===== config.mk =====
export PLATFORM = sky130hd
export DESIGN_NAME = sweep_capture_bank
export DESIGN_NICKNAME = d
export VERILOG_FILES = /design/src/rtl/sweep_capture_bank.sv
export SDC_FILE = /design/constraint.sdc
export NUM_CORES = 1
export LEC_CHECK = 0
export ABC_AREA = 0
export BUFFER_PORTS_ARGS = -buffer_cell sky130_fd_sc_hd__clkbuf_2
export CAP_MARGIN = 20
export CORE_UTILIZATION = 60
export CTS_BUF_LIST = sky130_fd_sc_hd__clkbuf_8
export CTS_CLUSTER_SIZE = 14
export DETAILED_ROUTE_END_ITERATION = 12
export PLACE_DENSITY = 0.73
export SYNTH_ARGS = -nofsm -noshare
export SYNTH_HDL_FRONTEND = slang
export SYNTH_SLANG_ARGS = --single-unit

===== constraint.sdc =====
create_clock -name clk -period 3.7 [get_ports clk]
set_clock_uncertainty 0.15 [all_clocks]
set_input_delay 0.555 -clock clk [delete_from_list [all_inputs] [get_ports clk]]
set_output_delay 0.555 -clock clk [all_outputs]
set_load 0.01 [all_outputs]

===== src/rtl/sweep_capture_bank.sv =====
// sweep_capture_bank: captures per-channel pulse centres within sync-delimited sweeps.
// Ports: clk, rst (sync, active-high), sens_n (raw active-low sensors), rd_ch/rd_data/rd_hit
//        bank readback, frame_valid/frame_ack handshake, frame_axis, overrun, locked.
module sweep_capture_bank #(
   parameter int NUM_CH    = 4,
   parameter int WIDTH     = 18,
   parameter int OUT_WIDTH = 16,
   parameter int SYNC_MIN  = 32,
   localparam int CW = (NUM_CH > 1) ? $clog2(NUM_CH) : 1
) (
   input  logic                 clk,
   input  logic                 rst,
   input  logic [NUM_CH-1:0]    sens_n,
   input  logic [CW-1:0]        rd_ch,
   output logic [OUT_WIDTH-1:0] rd_data,
   output logic                 rd_hit,
   output logic                 frame_valid,
   input  logic                 frame_ack,
   output logic                 frame_axis,
   output logic                 overrun,
   output logic                 locked
);

   localparam int OW = $clog2(SYNC_MIN + 1);
   localparam logic [OW-1:0]    SMIN = OW'(SYNC_MIN);
   localparam logic [WIDTH-1:0] CMAX = '1;
   localparam logic [WIDTH:0]   OMAX = (WIDTH+1)'((64'd1 << OUT_WIDTH) - 64'd1);

   typedef enum logic [1:0] {
      IDLE   = 2'd0,
      SWEEP  = 2'd1,
      COMMIT = 2'd2
   } state_t;

   state_t state, state_nx;

   logic [NUM_CH-1:0]    s1, s2, act, act_q, rise, fall;
   logic                 all_on, sync, sat, sweep_end;
   logic [OW-1:0]        on_cnt;
   logic [WIDTH-1:0]     cnt;
   logic                 axis, via_sync, pend_axis;
   logic [WIDTH-1:0]     start_r [NUM_CH];
   logic [WIDTH-1:0]     end_r   [NUM_CH];
   logic [NUM_CH-1:0]    hit, busy;
   logic [OUT_WIDTH-1:0] bank    [NUM_CH];
   logic [NUM_CH-1:0]    bank_hit;

   assign act    = ~s2;
   assign all_on = &act;
   assign rise   = act & ~act_q;
   assign fall   = ~act & act_q;
   // Sync fires on the first all-off cycle after a qualifying all-on run.
   assign sync   = ~all_on && (on_cnt == SMIN);
   assign sat    = (cnt == CMAX);

   function automatic logic [OUT_WIDTH-1:0] mid(
      input logic [WIDTH-1:0] a,
      input logic [WIDTH-1:0] b
   );
      logic [WIDTH:0] s;
      s = ({1'b0, a} + {1'b0, b}) >> 1;
      if (s > OMAX) return '1;
      return s[OUT_WIDTH-1:0];
   endfunction

   always_ff @(posedge clk) begin
      if (rst) begin
         s1     <= '0;
         s2     <= '0;
         act_q  <= '0;
         on_cnt <= '0;
      end else begin
         s1    <= sens_n;
         s2    <= s1;
         act_q <= act;
         if (!all_on)
            on_cnt <= '0;
         else if (on_cnt != SMIN)
            on_cnt <= on_cnt + OW'(1);
      end
   end

   always_comb begin
      state_nx  = state;
      sweep_end = 1'b0;
      unique case (state)
         IDLE: begin
            if (sync) state_nx = SWEEP;
         end
         SWEEP: begin
            if (sync || sat) begin
               state_nx  = COMMIT;
               sweep_end = 1'b1;
            end
         end
         COMMIT: begin
            state_nx = (via_sync || sync) ? SWEEP : IDLE;
         end
         default: state_nx = IDLE;
      endcase
   end

   always_ff @(posedge clk) begin
      if (rst) begin
         state     <= IDLE;
         cnt       <= '0;
         axis      <= 1'b0;
         via_sync  <= 1'b0;
         pend_axis <= 1'b0;
         locked    <= 1'b0;
      end else begin
         state <= state_nx;
         if (sync) begin
            cnt    <= '0;
            axis   <= ~axis;
            locked <= 1'b1;
         end else if (state == SWEEP) begin
            if (!sat)
               cnt <= cnt + WIDTH'(1);
            else
               locked <= 1'b0;
         end
         // axis still holds the ending frame's value on this cycle
         if (sweep_end) begin
            via_sync  <= sync;
            pend_axis <= axis;
         end
      end
   end

   always_ff @(posedge clk) begin
      if (rst || state == COMMIT) begin
         for (int i = 0; i < NUM_CH; i++) begin
            start_r[i] <= '0;
            end_r[i]   <= '0;
         end
         hit  <= '0;
         busy <= '0;
      end else if (state == SWEEP) begin
         for (int i = 0; i < NUM_CH; i++) begin
            if (sweep_end) begin
               // an unfinished pulse is dropped so it cannot leak a centre
               if (busy[i]) begin
                  start_r[i] <= '0;
                  busy[i]    <= 1'b0;
               end
            end else if (!all_on) begin
               if (rise[i] && !hit[i] && !busy[i]) begin
                  busy[i]    <= 1'b1;
                  start_r[i] <= cnt;
               end else if (fall[i] && busy[i]) begin
                  busy[i]  <= 1'b0;
                  end_r[i] <= cnt;
                  hit[i]   <= 1'b1;
               end
            end
         end
      end
   end

   always_ff @(posedge clk) begin
      if (rst) begin
         for (int i = 0; i < NUM_CH; i++)
            bank[i] <= '0;
         bank_hit    <= '0;
         frame_valid <= 1'b0;
         frame_axis  <= 1'b0;
         overrun     <= 1'b0;
      end else if (state == COMMIT) begin
         for (int i = 0; i < NUM_CH; i++)
            bank[i] <= mid(start_r[i], end_r[i]);
         bank_hit    <= hit;
         frame_axis  <= pend_axis;
         frame_valid <= 1'b1;
         if (frame_valid && !frame_ack)
            overrun <= 1'b1;
      end else if (frame_valid && frame_ack) begin
         frame_valid <= 1'b0;
         overrun     <= 1'b0;
      end
   end

   always_comb begin
      rd_data = '0;
      rd_hit  = 1'b0;
      if (int'(rd_ch) < NUM_CH) begin
         rd_data = bank[rd_ch];
         rd_hit  = bank_hit[rd_ch];
      end
   end

endmodule


==> summary.md, run 1 <==
| Metric | Value |
|---|---|
| Setup Viol. Count Final | `0` |
| Compound-cell area share of the yosys netlist | `between 10 and 15%` |
| Post-CTS Setup Inserts | `0` |
| Final period util | `84.45%` |
| Avg WL per Cell | `20.30 um` |
| Root buf cell | `clkbuf_8` |
| Post-cts sizing count | `0` |
| Slew Viols, Final | `0` |
| Slew margin rel. | `between 40% and 50%` |
| Setup crit end kind | `flop` |
| Total track usage | `27.65%` |
| Yosys Warn Count | `0` |
| Pwr dens | `412.4 mW/mm^2` |
| Hold depth | `2` |
| PortBufs | `29` |
| Fmax | `320.1 MHz` |
| Sequential fraction of the synthesis area | `about 53%` |
| Crit-path max FO | `16` |
| Post-synthesis register bit count | `265` |
| CP max stage delay | `0.43 ns` |
| Antenna diodes | `0` |
| Setup_tns | `0 ns` |
| CTS sink cnt | `roughly 270` |
| CTS Buf Count | `44` |
| Cells after Synth | `1213` |
| Net count, final | `between 1000 and 1500` |
| Pwr Total | `about 6200 uW` |
| Maximum vdd drop | `roughly 0.00026 V` |
| Worst EP required | `3.82 ns` |
| Num ports | `30` |
| Layout cell share with drive strength beyond 1 | `between 10% and 20%` |
| Final Hold Vio Count | `0` |
| Reg2Reg Depth | `9` |
| Buffers plus inverters on the worst setup path | `0` |
| Pre-antenna DRT Iters | `5` |
| Status | `complete, no violations` |
| Initial Utilization | `~61%` |
| Worst skew pair latency | `0.55 ns` |
| CP max stage cell | `a311o_1` |
| Commonest non-fill, non-tap cell in the layout | `edfxtp_1` |
| Hold EP | `s1[1]$_SDFF_PP0_` |
| Die Width | `154.0 um` |
| Placed wire-length estimate | `between 20 and 25 mm` |
| Max-cap violations | `0` |
| Worst-path cell chain | `and2_1, fa_1, a211oi_1, o21bai_1, o22a_1, a311o_1, a21oi_1, mux2_2, a21oi_1` |
| Core Area | `0.02264 sq mm` |
| Post-route DRC violation count | `0` |
| Vias in the first global route | `8876` |
| Startpoint types | `flop` |
| Multiplexer area fraction after synthesis | `3.349%` |
| Worst slew pin tran | `0.7559 ns` |
| Post-CTS Hold Buffers | `0` |
| Async S/R FF share, synth | `0%` |
| Hold Crit Class | `input port to flop` |
| Syn nets | `1297` |
| Post-synth EDFFs | `208` |
| Drt initial violations | `769` |
| Mapped cell area | `between 0.01 and 0.015 sq mm` |
| Via count | `9389` |
| R2r setup slk | `0.58 ns` |
| Leak Pwr | `0.005961 uW` |
| Worst-path clk slew | `about 0.060 ns` |
| Routed Antenna Nets | `0` |
| Simple-Gate Fraction of Synth Area | `between 10% and 20%` |
| Period minus WS final | `3.124 ns` |
| Initial antenna violation count | `0` |
| Critical path's top delay family | `compound AO/OA/AOI/OAI gates` |
| Area Overhead vs Synth | `9.217%` |
| Rows | `between 50 and 60` |
| Drt total wl | `31.98 mm` |
| Most common cell on crit path | `a21oi_1` |
| Largest net degree at the start of global routing | `49` |
| Vias per inst | `5.961` |
| Adder-cell area share of the yosys netlist | `6.987%` |
| Post-Syn Area per Cell | `roughly 11 sq um` |
| FF-to-FF Start | `start_r[3][0]$_SDFFCE_PN0P_` |
| Crit path DAT | `3.24 ns` |
| Post-Synth XOR/XNOR Area | `under 10%` |
| CTS tree | `done` |
| WS Path Type | `flop to flop` |
| Max Buffers Root-to-Sink | `3` |
| First-pass GRT wire length | `49.47 mm` |
| Synth unique cells | `70` |
| R2R Path End | `bank[3][13]$_SDFFCE_PN0P_` |
| Die area | `0.02371 sq mm` |
| RSZ-0062 raised after global routing | `no` |
| Main synth FF type | `edfxtp_1` |
| Routability cong. | `0.8828` |
| Main combinational cell family by area after synthesis | `simple AND/OR/NAND/NOR gates` |
| Chip Height | `154.0 um` |
| Layout fillers | `1746` |
| CTS H-tree depth | `2` |
| HP Start | `sens_n[1]` |
| Grt ovf | `0` |
| Most frequent cells in the layout | `208 x edfxtp_1, 143 x and2_1, 115 x a21oi_1, 86 x nor2_1, 71 x ha_1` |
==> state kept, by name (all words and copies together), names as in the netlist, 2 cells and up <==
register,cells
s2,4
bank_hit,4
state,2
bank,64
hit,4
end_r,72
s1,4
act_q,4
on_cnt,6
busy,4
cnt,18
start_r,72
==> synth_stat cells, types with 5 or more instances <==
cell type,instances,area share (%)
a21oi_2,20,1.3
and2_1,143,6.5
nand4_1,15,0.68
and3_1,9,0.41
o31ai_1,5,0.27
xor2_1,37,2.3
a22o_1,5,0.32
dfxtp_1,57,8.2
nand2b_1,11,0.50
nor2b_1,12,0.54
ha_1,71,6.4
nand2_1,65,1.8
xnor2_1,38,2.4
edfxtp_1,208,45
o21bai_1,11,0.60
nor2_1,86,2.3
o21ai_0,35,1.3
o21a_1,7,0.38
mux4_2,17,2.8
a211oi_1,8,0.43
o211ai_1,9,0.49
a21o_1,21,1.1
nor3_1,15,0.54
buf_6,5,0.41
buf_2,14,0.51
a21oi_1,115,4.2
clkbuf_1,36,0.97
nand3_1,24,0.87
a31oi_1,14,0.63
nor2_2,5,0.23
inv_1,27,0.73
==> area by class of cell <==
class | instances | area (sq um) | area share (%)
inverters | 27 | 101.3 | 0.6695
clock buffers | 50 | 688.2 | 4.546
repair buffers | 60 | 402.9 | 2.662
clock inverters | 26 | 107.6 | 0.7109
multi-input cells | 862 | 6093 | 40.25
well taps | 285 | 356.6 | 2.356
flip-flops and latches | 265 | 7387 | 48.80
==> worst reg2reg max path: stages, from the launching register on <==
cell and delay, ns:
edfxtp_1 0.38, and2_1 0.18, fa_1 0.42, a211oi_1 0.23, o21bai_1 0.13, o22a_1 0.26
a311o_1 0.43, a21oi_1 0.15, mux2_2 0.37, a21oi_1 0.15
==> kinds of logic (layout without fill, tap and decap cells) <==
group | after synthesis | in the layout
compound gates | 276 | 276
xor+xnor | 75 | 75
fa+ha+maj | 75 | 75
buf+inv | 86 | 163
flops | 265 | 265
mux | 24 | 24
simple gates | 412 | 412
==> per-stage QoR <==
stage                     instance area (sq um)  setup slack (ns)  cells  hold slack (ns)  utilization (%)
after floorplan                           13860            0.4687   1213           0.2638                -
after global placement                    14340            0.7000   1499           0.2821            63.34
after detailed placement                  14340            0.6174   1499           0.2839            63.34
after CTS                                 15140            0.5895   1575          0.05092            66.86
after global routing                      15140            0.4538   1575          0.05905            66.86
final                                     15140            0.5755   1575          0.06457            66.86
==> how the worst max path moves through the flow <==
stage,cells past startpoint,startpoint,end
final,9,start_r[3][0]$_SDFFCE_PN0P_,bank[3][13]$_SDFFCE_PN0P_
after global routing,9,start_r[3][0]$_SDFFCE_PN0P_,bank[3][11]$_SDFFCE_PN0P_
after CTS,9,start_r[3][0]$_SDFFCE_PN0P_,bank[3][13]$_SDFFCE_PN0P_
after detailed placement,9,start_r[3][0]$_SDFFCE_PN0P_,bank[3][13]$_SDFFCE_PN0P_
after global placement,9,start_r[3][0]$_SDFFCE_PN0P_,bank[3][0]$_SDFFCE_PN0P_
after floorplan,9,on_cnt[0]$_SDFFE_PP0P_,end_r[0][0]$_SDFFCE_PN0P_
==> per-layer routing <==
| metal | global-route usage [%] | up-vias | wire, um | share of wire, % |
|---|---|---|---|---|
| met2 | 44.22 | 306 | 14810 | 46 |
| met1 | 39.07 | 4516 | 14330 | 45 |
| li1 | - | 4510 | - | - |
| met4 | 8.095 | 0 | 756 | 2.4 |
| met3 | 4.425 | 57 | 2089 | 6.5 |
| met5 | 0 | - | 0 | 0 |
==> where the power goes <==
part	switching, uW	leakage (uW)	internal (uW)
sequential	44.8	0.00260	3290
clock	1140	0.000451	1230
combinational	336	0.00291	206
total	1520	0.00596	4720
Power figures use the tool's default switching activity.
==> run 2, diff against run 1 <==
--- a/config.mk
+++ b/config.mk
@@ -8,11 +8,11 @@
 export ABC_AREA = 0
 export BUFFER_PORTS_ARGS = -buffer_cell sky130_fd_sc_hd__clkbuf_2
 export CAP_MARGIN = 20
-export CORE_UTILIZATION = 60
+export CORE_UTILIZATION = 59
 export CTS_BUF_LIST = sky130_fd_sc_hd__clkbuf_8
 export CTS_CLUSTER_SIZE = 14
 export DETAILED_ROUTE_END_ITERATION = 12
-export PLACE_DENSITY = 0.73
+export PLACE_DENSITY = 0.75
 export SYNTH_ARGS = -nofsm -noshare
 export SYNTH_HDL_FRONTEND = slang
 export SYNTH_SLANG_ARGS = --single-unit
==> constraint.sdc (replaced) <==
create_clock -name clk -period 2.64 [get_ports clk]
set_clock_uncertainty 0.15 [all_clocks]
set_input_delay 0.396 -clock clk [delete_from_list [all_inputs] [get_ports clk]]
set_output_delay 0.396 -clock clk [all_outputs]
set_load 0.01 [all_outputs]
==> summary.md, run 2 (synthesis gave the netlist of run 1 again) <==
| Metric | Value |
|---|---|
| Avg WL per Cell | `19.72 um (was 20.30 um)` |
| Post-route DRC violation count | `0 (unchanged)` |
| Root buf cell | `clkbuf_8 (unchanged)` |
| Worst slew pin tran | `0.8868 ns (was 0.7559 ns)` |
| Die area | `0.02411 sq mm (was 0.02371 sq mm)` |
| Commonest non-fill, non-tap cell in the layout | `edfxtp_1 (unchanged)` |
| Top Registers | `end_r (72), start_r (72), bank (64) (unchanged)` |
| HP Start | `rst (was sens_n[1])` |
| Placed wire-length estimate | `23.21 mm (was 22.31 mm)` |
| Final period util | `102.9% (was 84.45%)` |
| Final Hold Vio Count | `0 (unchanged)` |
| Pwr dens | `546.0 mW/mm^2 (was 412.4 mW/mm^2)` |
| Grt ovf | `0 (unchanged)` |
| Switch share | `24.66% (was 24.35%)` |
| Combinational power share | `10.5% (was 8.7%)` |
| Leak Pwr | `0.006486 uW (was 0.005961 uW)` |
| R2R Path End | `bank[3][2]$_SDFFCE_PN0P_ (was bank[3][13]$_SDFFCE_PN0P_)` |
| Clock Power Share | `37.2% (was 37.9%)` |
| Worst EP required | `2.75 ns (was 3.82 ns)` |
| Initial antenna violation count | `0 (unchanged)` |
| Initial Utilization | `60.66% (was 61.22%)` |
| Slew margin rel. | `40.88% (was 49.60%)` |
| Vias per inst | `5.802 (was 5.961)` |
| Status | `complete, but fails checks (was complete, no violations)` |
| Routability cong. | `0.9014 (was 0.8828)` |
| Crit path DAT | `2.83 ns (was 3.24 ns)` |
| CTS Buf Count | `44 (unchanged)` |
| Hold Crit Class | `input port to flop (unchanged)` |
| Vias in the first global route | `9586 (was 8876)` |
| Placed Area | `0.01511 sq mm (was 0.01434 sq mm)` |
| Placed cell count | `1591 (was 1499)` |
| Pwr Total | `8944 uW (was 6242 uW)` |
| Slew Viols, Final | `0 (unchanged)` |
| Hold EP | `act_q[1]$_SDFF_PP0_ (was s1[1]$_SDFF_PP0_)` |
| CTS tree | `done (unchanged)` |
| Drt total wl | `33.35 mm (was 31.98 mm)` |
| Net count, final | `1428 (was 1344)` |
| Setup Viol. Count Final | `28 (was 0)` |
| RSZ-0062 raised after global routing | `yes (was no)` |
| Chip Height | `155.3 um (was 154.0 um)` |
| Maximum vdd drop | `0.0004071 V (was 0.0002636 V)` |
| Hold WS | `0.1183 ns (was 0.06457 ns)` |
| Max-cap violations | `0 (unchanged)` |
| Layout cell share with drive strength beyond 1 | `24.02% (was 13.88%)` |
| Reg2Reg Depth | `9 (unchanged)` |
| Failing checks | `setup timing` |
| Flop pwr share | `52.3% (was 53.4%)` |
| Fmax | `368.2 MHz (was 320.1 MHz)` |
| Area Overhead vs Synth | `18.20% (was 9.217%)` |
| Finished layout cell area | `0.01638 sq mm (was 0.01514 sq mm)` |
| Max Buffers Root-to-Sink | `3 (unchanged)` |
| Routed Antenna Nets | `0 (unchanged)` |
| WS Path Type | `flop to flop (unchanged)` |
| Setup ws final | `-0.07603 ns (was 0.5755 ns)` |
| Pre-antenna DRT Iters | `6 (was 5)` |
| Drt initial violations | `832 (was 769)` |
| Setup_tns | `-1.170 ns (was 0 ns)` |
| First-pass GRT wire length | `51.32 mm (was 49.47 mm)` |
| Core Area | `0.02285 sq mm (was 0.02264 sq mm)` |
| Rows | `55 (unchanged)` |
| PortBufs | `29 (unchanged)` |
| Setup crit end kind | `flop (unchanged)` |
| Num ports | `30 (unchanged)` |
| FF-to-FF Start | `start_r[3][0]$_SDFFCE_PN0P_ (unchanged)` |
| Crit-path max FO | `8 (was 16)` |
| Period minus WS final | `2.716 ns (was 3.124 ns)` |
| Via count | `9812 (was 9389)` |
| R2r setup slk | `-0.08 ns (was 0.58 ns)` |
| Largest net degree at the start of global routing | `65 (was 49)` |
| Most frequent cells in the layout | `208 x edfxtp_1, 140 x and2_1, 96 x buf_4, 84 x nor2_1, 84 x a21oi_1 (was 208 x edfxtp_1, 143 x and2_1, 115 x a21oi_1, 86 x nor2_1, 71 x ha_1)` |
| Psw | `2206 uW (was 1520 uW)` |
| Hold depth | `3 (was 2)` |
| Die Width | `155.3 um (was 154.0 um)` |
| Cell-internal power | `6738 uW (was 4722 uW)` |
| Antenna diodes | `0 (unchanged)` |
| Worst skew pair latency | `0.56 ns (was 0.55 ns)` |
| CTS sink cnt | `265 (unchanged)` |
| Worst-path clk slew | `0.06 ns (about the same)` |
| Final Non-Filler Cells | `1691 (was 1575)` |
| Total track usage | `28.21% (was 27.65%)` |
| Startpoint types | `flop (unchanged)` |
| CTS H-tree depth | `2 (unchanged)` |
## run 2: changes by cell type in the layout (fill, tap and decap cells not counted), moves of 5 or more
cell | previous run | this run
ha_1 | 71 | 63
a21oi_2 | 20 | 47
a211oi_2 | 1 | 6
a21oi_1 | 115 | 84
a211oi_1 | 8 | 2
nor2_4 | 3 | 8
inv_1 | 39 | 45
buf_12 | 2 | 10
buf_4 | 29 | 96
dlygate4sd3_1 | 0 | 5
clkinv_1 | 9 | 4
## run 2: final cells by class
type                            count  area (sq um)
Timing Repair Buffer              142          1152
Fill cell                        1596          6465
Clock buffer                       50         688.2
Sequential cell                   265          7390
Tap cell                          313         391.6
Multi-Input combinational cell    864          6531
Clock inverter                     30         123.9
Inverter                           27         105.1
## run 2: worst max path at each step
stage | startpoint | slack (ns) | endpoint
3_5_place_dp | start_r[1][0]$_SDFFCE_PN0P_ | -0.17 | bank[1][15]$_SDFFCE_PN0P_
3_3_place_gp | start_r[3][0]$_SDFFCE_PN0P_ | -0.08 | bank[3][2]$_SDFFCE_PN0P_
6_report | start_r[3][0]$_SDFFCE_PN0P_ | -0.08 | bank[3][2]$_SDFFCE_PN0P_
2_1_floorplan | start_r[3][0]$_SDFFCE_PN0P_ | -0.08 | bank[3][10]$_SDFFCE_PN0P_
5_1_grt | end_r[1][2]$_SDFFCE_PN0P_ | -0.17 | bank[1][15]$_SDFFCE_PN0P_
4_1_cts | start_r[3][0]$_SDFFCE_PN0P_ | -0.07 | bank[3][4]$_SDFFCE_PN0P_
## run 2: layer usage
metal  GRT usage [%]  part of all wire, %
met1           36.44                   41
met2           46.42                   48
met3           5.153                  7.0
met4           13.17                  3.9
met5               0                    0
## run 2: timing repair
item / in CTS / in global routing
gates resized for setup: 29 / 34
hold buffers: 5 / 0
hold endpoints to repair: 6 / 0
pin swaps: 11 / 22
setup buffers: 6 / 7
cloned: 3 / 0
setup endpoints to repair: 64 / 114
## run 2: per-stage QoR
| step | setup slack, ns | utilization, % |
|---|---|---|
| after global routing | -0.1685 | 71.70 |
| after CTS | -0.06852 | 70.86 |
| after detailed placement | -0.1674 | 66.12 |
| final | -0.07603 | 71.70 |
| after floorplan | -0.07686 | - |
| after global placement | -0.08214 | 66.12 |
## run 2: worst max-delay path, stage by stage (launching register included)
cell and delay, ns:
edfxtp_1 0.40, and2_4 0.18, fa_2 0.34, a211oi_2 0.19, o21bai_1 0.11, o22a_1 0.24
a311o_1 0.31, a21oi_2 0.18, mux2_4 0.25, a21oi_2 0.07
## run 2: power by group through the flow
| stage | Clock (uW) | Combinational (uW) | Sequential [uW] |
|---|---|---|---|
| floorplan | 0 | 591 | 4740 |
| global placement | 0 | 845 | 4760 |
| detailed placement | 0 | 851 | 4760 |
| CTS | 3380 | 912 | 4680 |
| global route | 3550 | 1020 | 4680 |
| finish | 3320 | 943 | 4680 |
